$ cat src/rtl/lr_pkg.sv
// Shared definitions for the logistic-regression datapath: pixel width,
// window geometry, default image size and the window flattening helper.
package lr_pkg;

    localparam int PIX_W         = 7;
    localparam int WIN           = 9;
    localparam int WIN_N         = WIN * WIN;
    localparam int IMG_W_DEFAULT = 28;
    localparam int IMG_H_DEFAULT = 28;

    typedef logic [PIX_W-1:0] pix_t;

    // Flat element index of window row r, column c (row-major, r=0 on top).
    function automatic int win_idx(input int r, input int c);
        return r * WIN + c;
    endfunction

endpackage

$ cat src/rtl/linebuffer_rowmem.sv
// Column-shift memory holding the previous WIN-1 image rows.
// One column is read and then shifted up by one row per accepted pixel.
// The storage is deliberately left without reset.
module linebuffer_rowmem
    import lr_pkg::*;
#(
    parameter int IMG_W = IMG_W_DEFAULT,
    parameter int COL_W = $clog2(IMG_W)
) (
    input  logic                    clk,
    input  logic                    wr_en,
    input  logic [COL_W-1:0]        col,
    input  pix_t                    pix,
    output pix_t [WIN-2:0]          col_o
);

    pix_t mem [0:WIN-2][0:IMG_W-1];

    // Present the stored column at the current position, oldest row at index 0.
    always_comb begin
        for (int i = 0; i < WIN - 1; i++) begin
            col_o[i] = mem[i][col];
        end
    end

    // Shift the addressed column up one row and store the new pixel at the bottom.
    always_ff @(posedge clk) begin
        if (wr_en) begin
            for (int i = 0; i < WIN - 2; i++) begin
                mem[i][col] <= mem[i+1][col];
            end
            mem[WIN-2][col] <= pix;
        end
    end

endmodule

$ cat src/rtl/linebuffer_window9.sv
// Streaming 9x9 window generator: raster-order pixels in, one flattened
// window out for each position where a full 9x9 neighbourhood exists.
module linebuffer_window9
    import lr_pkg::*;
#(
    parameter int IMG_W = IMG_W_DEFAULT,
    parameter int IMG_H = IMG_H_DEFAULT,
    localparam int ROW_W = $clog2(IMG_H),
    localparam int COL_W = $clog2(IMG_W)
) (
    input  logic                     clk,
    input  logic                     rst_n,
    input  logic [PIX_W-1:0]         pix_i,
    input  logic                     pix_sof_i,
    input  logic                     in_valid_i,
    output logic                     in_ready_o,
    output logic [WIN_N*PIX_W-1:0]   win_o,
    output logic                     out_valid_o,
    input  logic                     out_ready_i,
    output logic [ROW_W-1:0]         out_row_o,
    output logic [COL_W-1:0]         out_col_o,
    output logic                     frame_done_o
);

    logic [ROW_W-1:0] row;
    logic [COL_W-1:0] col;
    logic [ROW_W-1:0] cur_row;
    logic [COL_W-1:0] cur_col;
    logic             accept;
    logic             last_col;
    logic             last_row;
    logic             complete;
    pix_t [WIN-2:0]   lb_col;
    pix_t             col_vec [0:WIN-1];
    pix_t             win [0:WIN-1][0:WIN-1];

    // A held window blocks new pixels unless it is being taken this cycle.
    assign in_ready_o = !out_valid_o || out_ready_i;
    assign accept     = in_valid_i && in_ready_o;

    // Start-of-frame forces the accepted pixel to position (0,0).
    assign cur_row  = pix_sof_i ? '0 : row;
    assign cur_col  = pix_sof_i ? '0 : col;
    assign last_col = (cur_col == COL_W'(IMG_W - 1));
    assign last_row = (cur_row == ROW_W'(IMG_H - 1));
    assign complete = (cur_row >= ROW_W'(WIN - 1)) && (cur_col >= COL_W'(WIN - 1));

    linebuffer_rowmem #(
        .IMG_W (IMG_W),
        .COL_W (COL_W)
    ) u_rowmem (
        .clk   (clk),
        .wr_en (accept),
        .col   (cur_col),
        .pix   (pix_i),
        .col_o (lb_col)
    );

    // Column entering the window: eight buffered rows on top, the new pixel last.
    always_comb begin
        for (int i = 0; i < WIN - 1; i++) begin
            col_vec[i] = lb_col[i];
        end
        col_vec[WIN-1] = pix_i;
    end

    // Advance the raster position of the next pixel to accept.
    always_ff @(posedge clk or negedge rst_n) begin
        if (!rst_n) begin
            row <= '0;
            col <= '0;
        end else if (accept) begin
            if (last_col) begin
                col <= '0;
                row <= last_row ? '0 : cur_row + ROW_W'(1);
            end else begin
                col <= cur_col + COL_W'(1);
                row <= cur_row;
            end
        end
    end

    // Shift the window left by one column and load the new right-hand column.
    always_ff @(posedge clk or negedge rst_n) begin
        if (!rst_n) begin
            for (int r = 0; r < WIN; r++) begin
                for (int c = 0; c < WIN; c++) begin
                    win[r][c] <= '0;
                end
            end
        end else if (accept) begin
            for (int r = 0; r < WIN; r++) begin
                for (int c = 0; c < WIN - 1; c++) begin
                    win[r][c] <= win[r][c+1];
                end
                win[r][WIN-1] <= col_vec[r];
            end
        end
    end

    // Output handshake, window coordinates and end-of-frame pulse.
    always_ff @(posedge clk or negedge rst_n) begin
        if (!rst_n) begin
            out_valid_o  <= 1'b0;
            out_row_o    <= '0;
            out_col_o    <= '0;
            frame_done_o <= 1'b0;
        end else begin
            frame_done_o <= accept && last_row && last_col;
            if (accept) begin
                out_valid_o <= complete;
                if (complete) begin
                    out_row_o <= cur_row - ROW_W'(WIN - 1);
                    out_col_o <= cur_col - COL_W'(WIN - 1);
                end
            end else if (out_ready_i) begin
                out_valid_o <= 1'b0;
            end
        end
    end

    // Flatten the window array into the inner-product input ordering.
    always_comb begin
        win_o = '0;
        for (int r = 0; r < WIN; r++) begin
            for (int c = 0; c < WIN; c++) begin
                win_o[win_idx(r, c)*PIX_W +: PIX_W] = win[r][c];
            end
        end
    end

endmodule

$ cat config.mk
export PLATFORM = sky130hd
export DESIGN_NAME = linebuffer_window9
export DESIGN_NICKNAME = d
export VERILOG_FILES = /design/src/rtl/lr_pkg.sv /design/src/rtl/linebuffer_rowmem.sv /design/src/rtl/linebuffer_window9.sv
export SDC_FILE = /design/constraint.sdc
export NUM_CORES = 2
export LEC_CHECK = 0
export ABC_AREA = 1
export BUFFER_PORTS_ARGS = -buffer_cell sky130_fd_sc_hd__buf_2
export CAP_MARGIN = 20
export CELL_PAD_IN_SITES_DETAIL_PLACEMENT = 2
export CELL_PAD_IN_SITES_GLOBAL_PLACEMENT = 2
export CORE_AREA = 4 4 478 480
export DETAILED_ROUTE_END_ITERATION = 8
export DIE_AREA = 0 0 482 484
export PLACE_DENSITY_LB_ADDON = 0.1
export SYNTH_ARGS = -nofsm -noshare
export SYNTH_HDL_FRONTEND = slang
export SYNTH_HIERARCHICAL = 1
export SYNTH_SLANG_ARGS = --single-unit
$ cat constraint.sdc
create_clock -name clk -period 5.65 [get_ports clk]
set_input_delay 0.2825 -clock clk [delete_from_list [all_inputs] [get_ports clk]]
set_output_delay 0.2825 -clock clk [all_outputs]
set_load 0.02 [all_outputs]
# Yosys cells after proc, flatten, opt, wreduce, memory -nomap -nowiden
# Memory sizes are Yosys's and may differ from the RTL's.
# Index checks and enable logic that the tools add are counted.
# op_classes
n_lt_le_gt_ge,4
eq_ne,2
addsub,4
shifts,0
n_mul,0
div,0
n_bitwise,1
muxes,35
n_reduce_logical,9
# ops
op,n
binary-select mux 7 bit (select 5 bit),8
two-way mux 196 bit,1
two-way mux 7 bit,17
demux 7 bit (select 5 bit),1
two-way mux 5 bit,5
"adder 5 x 1 -> 5 bit, second input constant",2
"equality test 5 bit, second input constant",2
"greater-or-equal comparator 5 x 4 -> 1 bit, second input constant",2
"subtractor 5 x 4 -> 5 bit, second input constant",2
"greater-or-equal comparator 6 bit, second input constant",1
"< comparator 6 x 1 -> 1 bit, second input constant",1
NOT 5 -> 6 bit,1
logical AND 1 bit,5
two-way mux 1 bit,3
AND reduction 2 bit,1
nonzero test 2 bit,1
logical NOT 1 bit,1
logical OR 1 bit,1
# word_totals
word_cells,143
input_bits,12
latch_bits,0
reg_bits,589
ramBits,1568
mem_bits_ro,0
n_memories,1
# memory_table
memory,words,width,rd,rd_ports_with_merged_regs,write_ports,line_no,text
u_rowmem.mem,8,196,8,0,8,linebuffer_rowmem.sv:17,pix_t mem [0:WIN-2][0:IMG_W-1];

# Logic depth before layout (Yosys ltp)
# logic_depth
word_depth,7
ltp_mapped,18
mapped_depth_nobuf,14

# Hierarchy
# The synthesis kept the hierarchy.
# by_module_without_submodules
mod,n_inst,cells_each,seq_area_each_um2,area_per_inst_um2
linebuffer_rowmem,1,6060,47085.2,64297.9
linebuffer_window9,1,2561,14739.1,22630.5

# Worst setup path before layout
# No wires, ideal clock.
# synth_path
path_type,register to register
startpoint,register col[2]
endpoint,"memory u_rowmem/mem[0][100] (netlist bit), enable pin"
path_buffers,2
synth_period_minus_slack_ns,4.474
setup_slack_ns,1.176
stages_incl_launch_ff,9
arrival_time_ns,4.005
setup_time_ns,0.470
path_cell_list,dfrtp_1 -> inv_1 -> nor2_1 -> inv_2 -> nor3_2 -> buf_2 -> buf_4 -> inv_1 -> nor2_1
# synth_lines
item,line_no,text
start: declaration,linebuffer_window9.sv:26,logic [COL_W-1:0] col;
start signal: assignment,linebuffer_window9.sv:77,col <= cur_col + COL_W'(1);
end: declaration,linebuffer_rowmem.sv:17,

==> metrics <==
most common cell after layout, fill and taps aside nand2_1; FMAX 249 MHz; FF+latch count, synth 2157; Synth Area in Compound Gates 0.0964%; share of cells above drive strength 1 12.3%; Setup WS pre-CTS 1.35 ns; DR iter-0 viols 4407; worst min-delay path class primary input to flop; WL/cell 25.6 um; setup slack after layout 1.64 ns; Reg clk slew, reported paths 0.06 ns; WL met3 17800 um; relative slew slack 22.1%; CTS tree done; max-cap violations 0; RSZ-0062 raised after global routing no; CP max stage cell nand2_1; status complete, no violations; pin count of the biggest net entering global routing 195; Top Layer Used met4; starting density of the core 38.8%; Max VDD drop 0.000353 V; xor/xnor share of the synthesized area 0.0101%; CTS Sinks 2157; clock buffer depth 3; CP Class flop to flop; Netlist Area Pre-Place 0.0869 mm2; Placed Cells 11925; Final Setup Violations 0; Cell Rows 174; CP startpoint kind flop; worst skew pair latency 0.88 ns; power density over the cells 408 mW/mm2; CP required 6.45 ns; global-route wire length before repair 472000 um; routability cong. 0.759; Total Wirelength 318000 um; hold depth 1; via-per-instance ratio 5.23; post-synthesis adder-cell area fraction 0.0720%; Net Count, Synth 8638; CTS Root Buffer Type clkbuf_16; P_leak 46.6 nW; metal2 WL 157000 um; DP Area 0.0935 mm2; Critical Path Stages 15; die height 484 um; register area share after synthesis 71.1%; skew final 0.0331 ns; Placeable Area 0.224 mm2; Finished Core Util 45.4%; DIE AREA 0.233 mm2; WP data arrival 4.82 ns; total power 41.5 mW; M1 WL 134000 um; Worst R2R Path Depth 15; largest family of logic cells by synthesized area simple AND/OR/NAND/NOR gates; Reg2Reg Setup Slack 1.64 ns; commonest cells after routing, fill and taps aside nand2_1 (5617), edfxtp_1 (1568), buf_2 (590); Syn Inst Count 8621; total I/O pin count 592; I/O Buffers 591; max incr delay on CP 0.78 ns; Fin Hold WS 0.0629 ns; crit path buf inv count 4; final hold violations 0; GRT Util Overall 26.9%; CP Capture Type flop; synth warn 6; HPWL Detailed 179000 um; post-synthesis mux area share 0%; min Tclk post-route 4.01 ns; final instance area 0.102 mm2; CP most frequent cell nand2_1; Num CTS Buffers 232; CP top delay family simple AND/OR/NAND/NOR gates; Mean Syn Cell Area 10.1 um2; Worst-Margin Slew 1.17 ns; final-stage net count 9216; Synth cell types 28; vias 64799; final period utilization 71.0%; Max Slew Vio Count 0; Antenna Nets Post-Route 0; post-synthesis simple-gate area fraction 26.1%; Max H-tree Level 4; DRC errors left 0; total congestion overflow 0; initial antenna violation count 5; Area Growth Syn to Fin 17.0%; die width 482 um; setup tns final 0 ns; vias in the first global route 71454; fin cells 12400; crit path max fanout 97; CP Cell Sequence nand2_1, inv_8, inv_8, buf_12, buf_4, nand2_1, nand2_1, nand2_1, nand2_1, nand2_1, nand2_1, nor2_1, nand2_1, nand2_1, nand2_1; TritonRoute pass-1 iters 5
-- where the power goes --
group / leakage, nW / switching, mW / internal (mW)
Sequential: 21.9 / 0.888 / 18.7
Combinational: 21.0 / 5.03 / 1.71
Clock: 3.66 / 6.53 / 8.62
Total: 46.6 / 12.4 / 29.1
-- final timing paths --
path                               from              endpoint
hold reg to reg            out_row_o[1]          out_row_o[1]
setup / recovery                 col[0]            win_o[377]
max in group asynchronous         rst_n            win_o[309]
hold / removal                 pix_i[1]  u_rowmem/mem[1][589]
setup reg to reg                 col[0]            win_o[377]
min in group asynchronous         rst_n            win_o[246]
-- kinds of logic after synthesis --
kind of cell | Yosys count
AND/OR/NAND/NOR | 5978
flip-flops | 2157
buffers and inverters | 465
AO/OA/AOI/OAI | 15
adder cells (fa/ha/maj) | 5
XOR/XNOR | 1
-- layout make-up --
type,instances,area [um2]
clock buffers,335,6550
repair buffers,770,5370
clock inverters,104,948
diodes,4,10.0
multi-input cells,5999,23100
fillers,23526,123000
well taps,2992,3740
inverters,39,189
flip-flops and latches,2157,61800
-- cell usage after synthesis --
library cell / number / area, um2
buf_1: 17 / 63.8
buf_2: 252 / 1260
buf_4: 57 / 428
buf_6: 1 / 11.3
buf_8: 1 / 15.0
clkbuf_1: 98 / 368
dfrtp_1: 589 / 14700
edfxtp_1: 1568 / 47100
ha_1: 5 / 62.6
inv_1: 29 / 109
inv_2: 10 / 37.5
nand2_1: 5617 / 21100
nand2_2: 4 / 25.0
nand2_4: 1 / 11.3
nand3_1: 71 / 355
nand3_4: 2 / 35.0
nand4_1: 11 / 68.8
nor2_1: 265 / 995
nor2_8: 1 / 20.0
nor3_1: 1 / 5.00
nor3_2: 4 / 40.0
nor3_4: 1 / 16.3
o21ai_0: 10 / 50.1
o21ai_1: 1 / 5.00
o21ai_2: 1 / 8.76
o21bai_1: 1 / 7.51
o22ai_1: 2 / 12.5
xnor2_1: 1 / 8.76
-- flip-flops by register name, indices dropped and copies added (netlist names) --
register      count
win_o           567
out_row_o         5
out_valid_o       1
out_col_o         5
frame_done_o      1
u_rowmem/mem   1568
row               5
col               5
-- layer usage --
layer / global-route usage [%] / vias up
li1: - / 28619
met1: 34.6 / 34223
met2: 46.5 / 1501
met3: 5.40 / 456
met4: 7.07 / 0
met5: 0 / -
-- timing repair --
| item | in CTS | in global routing |
|---|---|---|
| buffers inserted | 0 | 0 |
| hold endpoints to repair | 186 | 0 |
| gates resized for setup | 0 | 0 |
| hold buffers | 8 | 0 |
(Power assumes the default switching activity.)
